===== src/rtl/evg_heartbeat_sequencer.sv =====
// Heartbeat / sequence-start generator phase-locked to an asynchronous fiducial.
// All logic runs on evgTxClk; fiducial_a is the only asynchronous input.
module evg_heartbeat_sequencer #(
    parameter int TOLERANCE      = 2,
    parameter int INTERVAL_WIDTH = 32,
    parameter int DIVISOR_WIDTH  = 8
) (
    input  logic                      evgTxClk,
    input  logic                      evgReset,
    input  logic                      evgEnable,
    input  logic [INTERVAL_WIDTH-1:0] evgHeartbeatInterval,
    input  logic [DIVISOR_WIDTH-1:0]  evgSequenceDivisor,
    input  logic                      fiducial_a,
    output logic                      evgHeartbeatRequest,
    output logic                      evgSequenceStart,
    output logic                      evgLocked,
    output logic [15:0]               evgFiducialErrorCount,
    output logic [INTERVAL_WIDTH-1:0] evgMeasuredInterval
);
    localparam int SYNC_STAGES = 3;
    localparam logic [INTERVAL_WIDTH-1:0] ONE          = INTERVAL_WIDTH'(1);
    localparam logic [INTERVAL_WIDTH-1:0] MIN_INTERVAL = INTERVAL_WIDTH'(4);
    localparam logic [INTERVAL_WIDTH-1:0] TOL          = INTERVAL_WIDTH'(TOLERANCE);
    localparam logic [DIVISOR_WIDTH-1:0]  DONE         = DIVISOR_WIDTH'(1);

    typedef enum logic {HUNT, LOCKED} state_t;
    state_t state, stateNext;

    // [SYNC_STAGES-1:0] is the synchronizer, the top bit is edge-detect history
    logic [SYNC_STAGES:0]      fidPipe;
    logic                      fidPulse;
    logic [INTERVAL_WIDTH-1:0] periodCnt, measured;
    logic                      periodValid;

    logic [INTERVAL_WIDTH-1:0] nEff, nCfg, nCfgNext, phase, phaseNext, phaseDist;
    logic [DIVISOR_WIDTH-1:0]  dCfg, dCfgNext, seqCnt, seqCntNext;
    logic                      suppress, fidError, sample;
    logic                      hbReg, seqReg, hbNext, seqStartNext;
    logic [15:0]               errCount;

    assign nEff      = (evgHeartbeatInterval < MIN_INTERVAL) ? MIN_INTERVAL : evgHeartbeatInterval;
    assign phaseDist = nCfg - ONE - phase;

    // Fiducial synchronizer, edge detect and period measurement (enable-independent)
    always_ff @(posedge evgTxClk) begin
        if (evgReset) begin
            fidPipe     <= '0;
            fidPulse    <= 1'b0;
            periodCnt   <= '0;
            periodValid <= 1'b0;
            measured    <= '0;
        end else begin
            fidPipe  <= {fidPipe[SYNC_STAGES-1:0], fiducial_a};
            fidPulse <= fidPipe[SYNC_STAGES-1] & ~fidPipe[SYNC_STAGES];
            if (fidPulse) begin
                periodCnt   <= ONE;
                periodValid <= 1'b1;
                if (periodValid) measured <= periodCnt;
            end else if (periodCnt != '1) begin
                periodCnt <= periodCnt + ONE;
            end
        end
    end

    always_ff @(posedge evgTxClk) begin
        if (evgReset) begin
            state    <= HUNT;
            phase    <= '0;
            seqCnt   <= '0;
            nCfg     <= '0;
            dCfg     <= '0;
            hbReg    <= 1'b0;
            seqReg   <= 1'b0;
            errCount <= '0;
        end else begin
            state  <= stateNext;
            phase  <= phaseNext;
            seqCnt <= seqCntNext;
            nCfg   <= nCfgNext;
            dCfg   <= dCfgNext;
            hbReg  <= hbNext;
            seqReg <= seqStartNext;
            if (fidError && errCount != 16'hFFFF) errCount <= errCount + 16'd1;
        end
    end

    always_comb begin
        stateNext  = state;
        phaseNext  = phase;
        seqCntNext = seqCnt;
        suppress   = 1'b0;
        fidError   = 1'b0;
        if (!evgEnable) begin
            stateNext  = HUNT;
            phaseNext  = '0;
            seqCntNext = '0;
        end else begin
            case (state)
                HUNT: begin
                    if (fidPulse) begin
                        stateNext  = LOCKED;
                        phaseNext  = '0;
                        seqCntNext = '0;
                    end
                end
                LOCKED: begin
                    if (hbReg)
                        seqCntNext = (dCfg == '0 || seqCnt >= dCfg - DONE) ? '0 : seqCnt + DONE;
                    phaseNext = (phase >= nCfg - ONE) ? '0 : phase + ONE;
                    if (fidPulse && phaseDist != '0) begin
                        if (phaseDist <= TOL) begin
                            phaseNext = '0;
                        end else if (phase < TOL) begin
                            // late: restart the cadence but swallow this heartbeat
                            phaseNext = '0;
                            suppress  = 1'b1;
                        end else begin
                            fidError   = 1'b1;
                            stateNext  = HUNT;
                            phaseNext  = '0;
                            seqCntNext = '0;
                        end
                    end
                end
                default: stateNext = HUNT;
            endcase
        end
        sample   = (stateNext == LOCKED) && (phaseNext == '0);
        nCfgNext = sample ? nEff : nCfg;
        dCfgNext = sample ? evgSequenceDivisor : dCfg;
    end

    always_comb begin
        hbNext       = (stateNext == LOCKED) && (phaseNext == '0) && !suppress;
        seqStartNext = hbNext && (seqCntNext == '0) && (dCfgNext != '0);
    end

    assign evgHeartbeatRequest   = hbReg;
    assign evgSequenceStart      = seqReg;
    assign evgLocked             = (state == LOCKED);
    assign evgFiducialErrorCount = errCount;
    assign evgMeasuredInterval   = measured;
endmodule


===== config.mk =====
export PLATFORM = sky130hd
export DESIGN_NAME = evg_heartbeat_sequencer
export DESIGN_NICKNAME = d
export VERILOG_FILES = /design/src/rtl/evg_heartbeat_sequencer.sv
export SDC_FILE = /design/constraint.sdc
export NUM_CORES = 1
export LEC_CHECK = 0
export ABC_CLOCK_PERIOD_IN_PS = 13700
export CELL_PAD_IN_SITES_DETAIL_PLACEMENT = 1
export CELL_PAD_IN_SITES_GLOBAL_PLACEMENT = 1
export CORE_ASPECT_RATIO = 0.8
export CORE_UTILIZATION = 40
export CTS_BUF_LIST = sky130_fd_sc_hd__clkbuf_4 sky130_fd_sc_hd__clkbuf_8 sky130_fd_sc_hd__clkbuf_16
export DETAILED_ROUTE_END_ITERATION = 12
export PLACE_DENSITY_LB_ADDON = 0.2
export SYNTH_ARGS = -nofsm -noshare
export SYNTH_HDL_FRONTEND = slang
export SYNTH_SLANG_ARGS = --single-unit

===== constraint.sdc =====
create_clock -name evgTxClk -period 13.7 [get_ports evgTxClk]
set_clock_uncertainty 0.05 [all_clocks]
set_input_delay 4.11 -clock evgTxClk [delete_from_list [all_inputs] [get_ports evgTxClk]]
set_output_delay 4.11 -clock evgTxClk [all_outputs]
set_load 0.01 [all_outputs]

==> results.cfg <==
[final_layout]
final_cell_count_no_fill = 1953
nNetsFinal = 1661
final_common_cell = nand2_1
layout-drive-gt1-share_pct = 5.00
final_cell_mix = 177 x nand2_1, 169 x dfxtp_1, 159 x a21oi_1
final_util_pct = 46.6
syn_to_final_growth_pct = 14.7

[placed_design]
gp_congestion = 0.993
hpwlAfterDp_mm = 31.1
portBuffers = 94
placed_cells = 1920
dp_slack_ns = 5.21

[clock_tree]
numCtsBuffers = 17
worst_skew_pair.late_latency_ns = 0.45
post_cts_buffers = 0
tritoncts = done
clkTransAtPathRegs_ns = 0.08
cts_max_level = 4
cts_sinks = 169
cts_buffer_depth = 2
cts-resized-gates = 0
root_buffer = clkbuf_16
ctsHoldBuffers = 0

[route]
wire_per_inst_um = 21.2
drtPass1Iterations = 5
drtIter0Drc = 832
routed_wl_mm = 41.4
vias = 11900
detail-route-antenna-nets = 0
met1_length_mm = 19.7
wl_met3_mm = 2.44
wl_met2_mm = 18.3
vias_per_cell = 6.11
topRoutingLayerUsed = met4
drc_errors = 0

[setup_path]
max_stage_delay_ns = 0.58
r2r_start = nCfg[2]
cp.required_ns = 14.00
end_kind = flip-flop
path_class = flip-flop to flip-flop
cp_slowest_cell = o22ai_2
cp_cell_sequence = nor4_1 -> nand3_1 -> or3_1 -> or3_1 -> or4_1 -> nor3_1 -> xor2_1 -> ha_1 -> a21o_1 -> a31oi_1 -> nor2_1 -> a211o_1 -> nor4_2 -> o2111ai_1 -> or4_1 -> or4_4 -> o22ai_2 -> nand2_1 -> o31a_1 -> nand4_1 -> buf_4 -> nor3_2 -> a211oi_1
start_kind = flip-flop
crit_path_start = nCfg[2]
cp_data_arrival_time_ns = 8.87
cp_num_buf_inv = 1
path_delay_family = simple AND/OR/NAND/NOR gates
critPathMaxFanout = 29

[sta]
fin_crit_ns = 8.57
rsz0062_at_grt = no
finalSetupTns_ns = 0
fin_ws_ns = 5.13
fmax_ghz = 0.117
setup_viol = 0
finalHoldViolations = 0
post-route-period-util_pct = 62.6
slew_viol_final = 0
tightestPinTransition_ns = 1.18
slew_headroom_pct = 21.4

[min_path]
min_from = fidPipe[3]
hold_class = flip-flop to flip-flop

[yosys]
ys_ff_latch = 169
synth_area_leader_cell = dfxtp_1
syn-cell-area_um2 = 11500
synth_top_cells_by_area = dfxtp_1 29%, a21oi_1 6.9%, nand2_1 5.8%
yosys_warnings = 0
synthCells = 1544
synth_top_area_share_pct = 29.4
ys_seq_area_share_pct = 29.4
netlist-cell-type-count = 79
synth_area_per_cell_um2 = 7.44
synth_edf_count = 0
synthArstFlopShare_pct = 0
syn_nets = 1636
ys.flop_type = dfxtp_1

[floorplan]
die_w_um = 191
die_area_um2 = 29400
initial_core_util_pct = 40.6
fp-row-count = 55
io_pins = 95
die_h_um = 154
fp.coreArea_um2 = 28300

[pwr]
p_leak_nw = 4.36
ir_worst_vdd_mv = 0.0803
p_per_area_nw_per_um2 = 90.5

[grt]
grt_pass1_wl_mm = 65.0
antenna_found_initial = 2
grt_max_degree = 80
grtUsageTotal_pct = 28.0
overflow = 0
grt_pass1_vias = 11600

[outcome]
status = complete, no violations

[run]
max_cap_viol_count = 0
[kinds of logic (layout without fill, tap and decap cells)]
logic type / count (synthesis) / after routing / share of synthesized area [%]
AO/OA/AOI/OAI: 412 / 412 / 23.4
XOR/XNOR: 90 / 90 / 6.86
adder cells (fa/ha/maj): 48 / 48 / 5.29
buffers and inverters: 153 / 190 / 5.49
flip-flops: 169 / 169 / 29.4
multiplexers: 6 / 6 / 0.523
other: 0 / 2 / 0
AND/OR/NAND/NOR: 666 / 666 / 28.9
[cells in the mapped netlist (6+ instances only)]
cell type	number
a2111oi_0	6
a211o_1	6
a211oi_1	11
a21o_1	20
a21oi_1	159
a22oi_1	9
a31oi_1	10
and2_1	6
and3_1	17
and4_1	9
buf_2	6
clkbuf_1	82
dfxtp_1	169
ha_1	47
inv_1	55
mux2i_1	6
nand2_1	177
nand2b_1	8
nand3_1	66
nand4_1	77
nor2_1	144
nor2b_1	12
nor3_1	47
nor3b_1	6
nor4_1	33
o2111ai_1	6
o211ai_1	9
o21a_1	12
o21ai_0	60
o31a_1	9
o31ai_1	36
o31ai_2	10
or2_2	8
or3_1	26
or4_1	8
xnor2_1	37
xor2_1	53
[sequential cells by signal, indices dropped and copies added, names as in the netlist]
register,flops
dCfg,8
evgFiducialErrorCount,16
evgHeartbeatRequest,1
evgLocked,1
evgMeasuredInterval,32
evgSequenceStart,1
fidPipe,4
fidPulse,1
nCfg,32
periodCnt,32
periodValid,1
phase,32
seqCnt,8
[report_power, final]
part	switching (W)	internal [W]	total [W]
Clock	0.000234	0.000277	0.000510
Sequential	0.00000283	0.000493	0.000496
Combinational	0.000120	0.0000670	0.000187
[final timing paths]
check	to	cells past startpoint	slack [ns]
setup / recovery	nCfg[2]	23	5.13
hold / removal	fidPulse	1	0.35
setup reg to reg	nCfg[2]	23	5.13
hold reg to reg	fidPulse	1	0.35
[layout make-up]
cell class	count	area, um^2
diodes	2	5.00
clock buffers	17	425
clock inverters	14	185
fillers	3483	15100
inverters	55	206
multi-input cells	1222	7500
flip-flops and latches	169	3380
well taps	370	463
repair buffers	104	1010
[per-layer routing]
metal  vias to the layer above  global-route usage (%)
met1                      5818                    39.8
met4                         0                    8.47
met3                        56                    4.68
met2                       353                    43.0
met5                         -                       0
li1                       5711                       -
[metrics by stage]
step                instance area (um^2)  hold slack (ns)  power (W)
floorplan                          11500            0.317   0.000630
global placement                   12600            0.321   0.000686
detailed placement                 12600            0.333   0.000690
CTS                                13200            0.353    0.00120
global route                       13200            0.389    0.00124
finish                             13200            0.347    0.00119
Note: power is estimated with default switching activity, not from simulation.
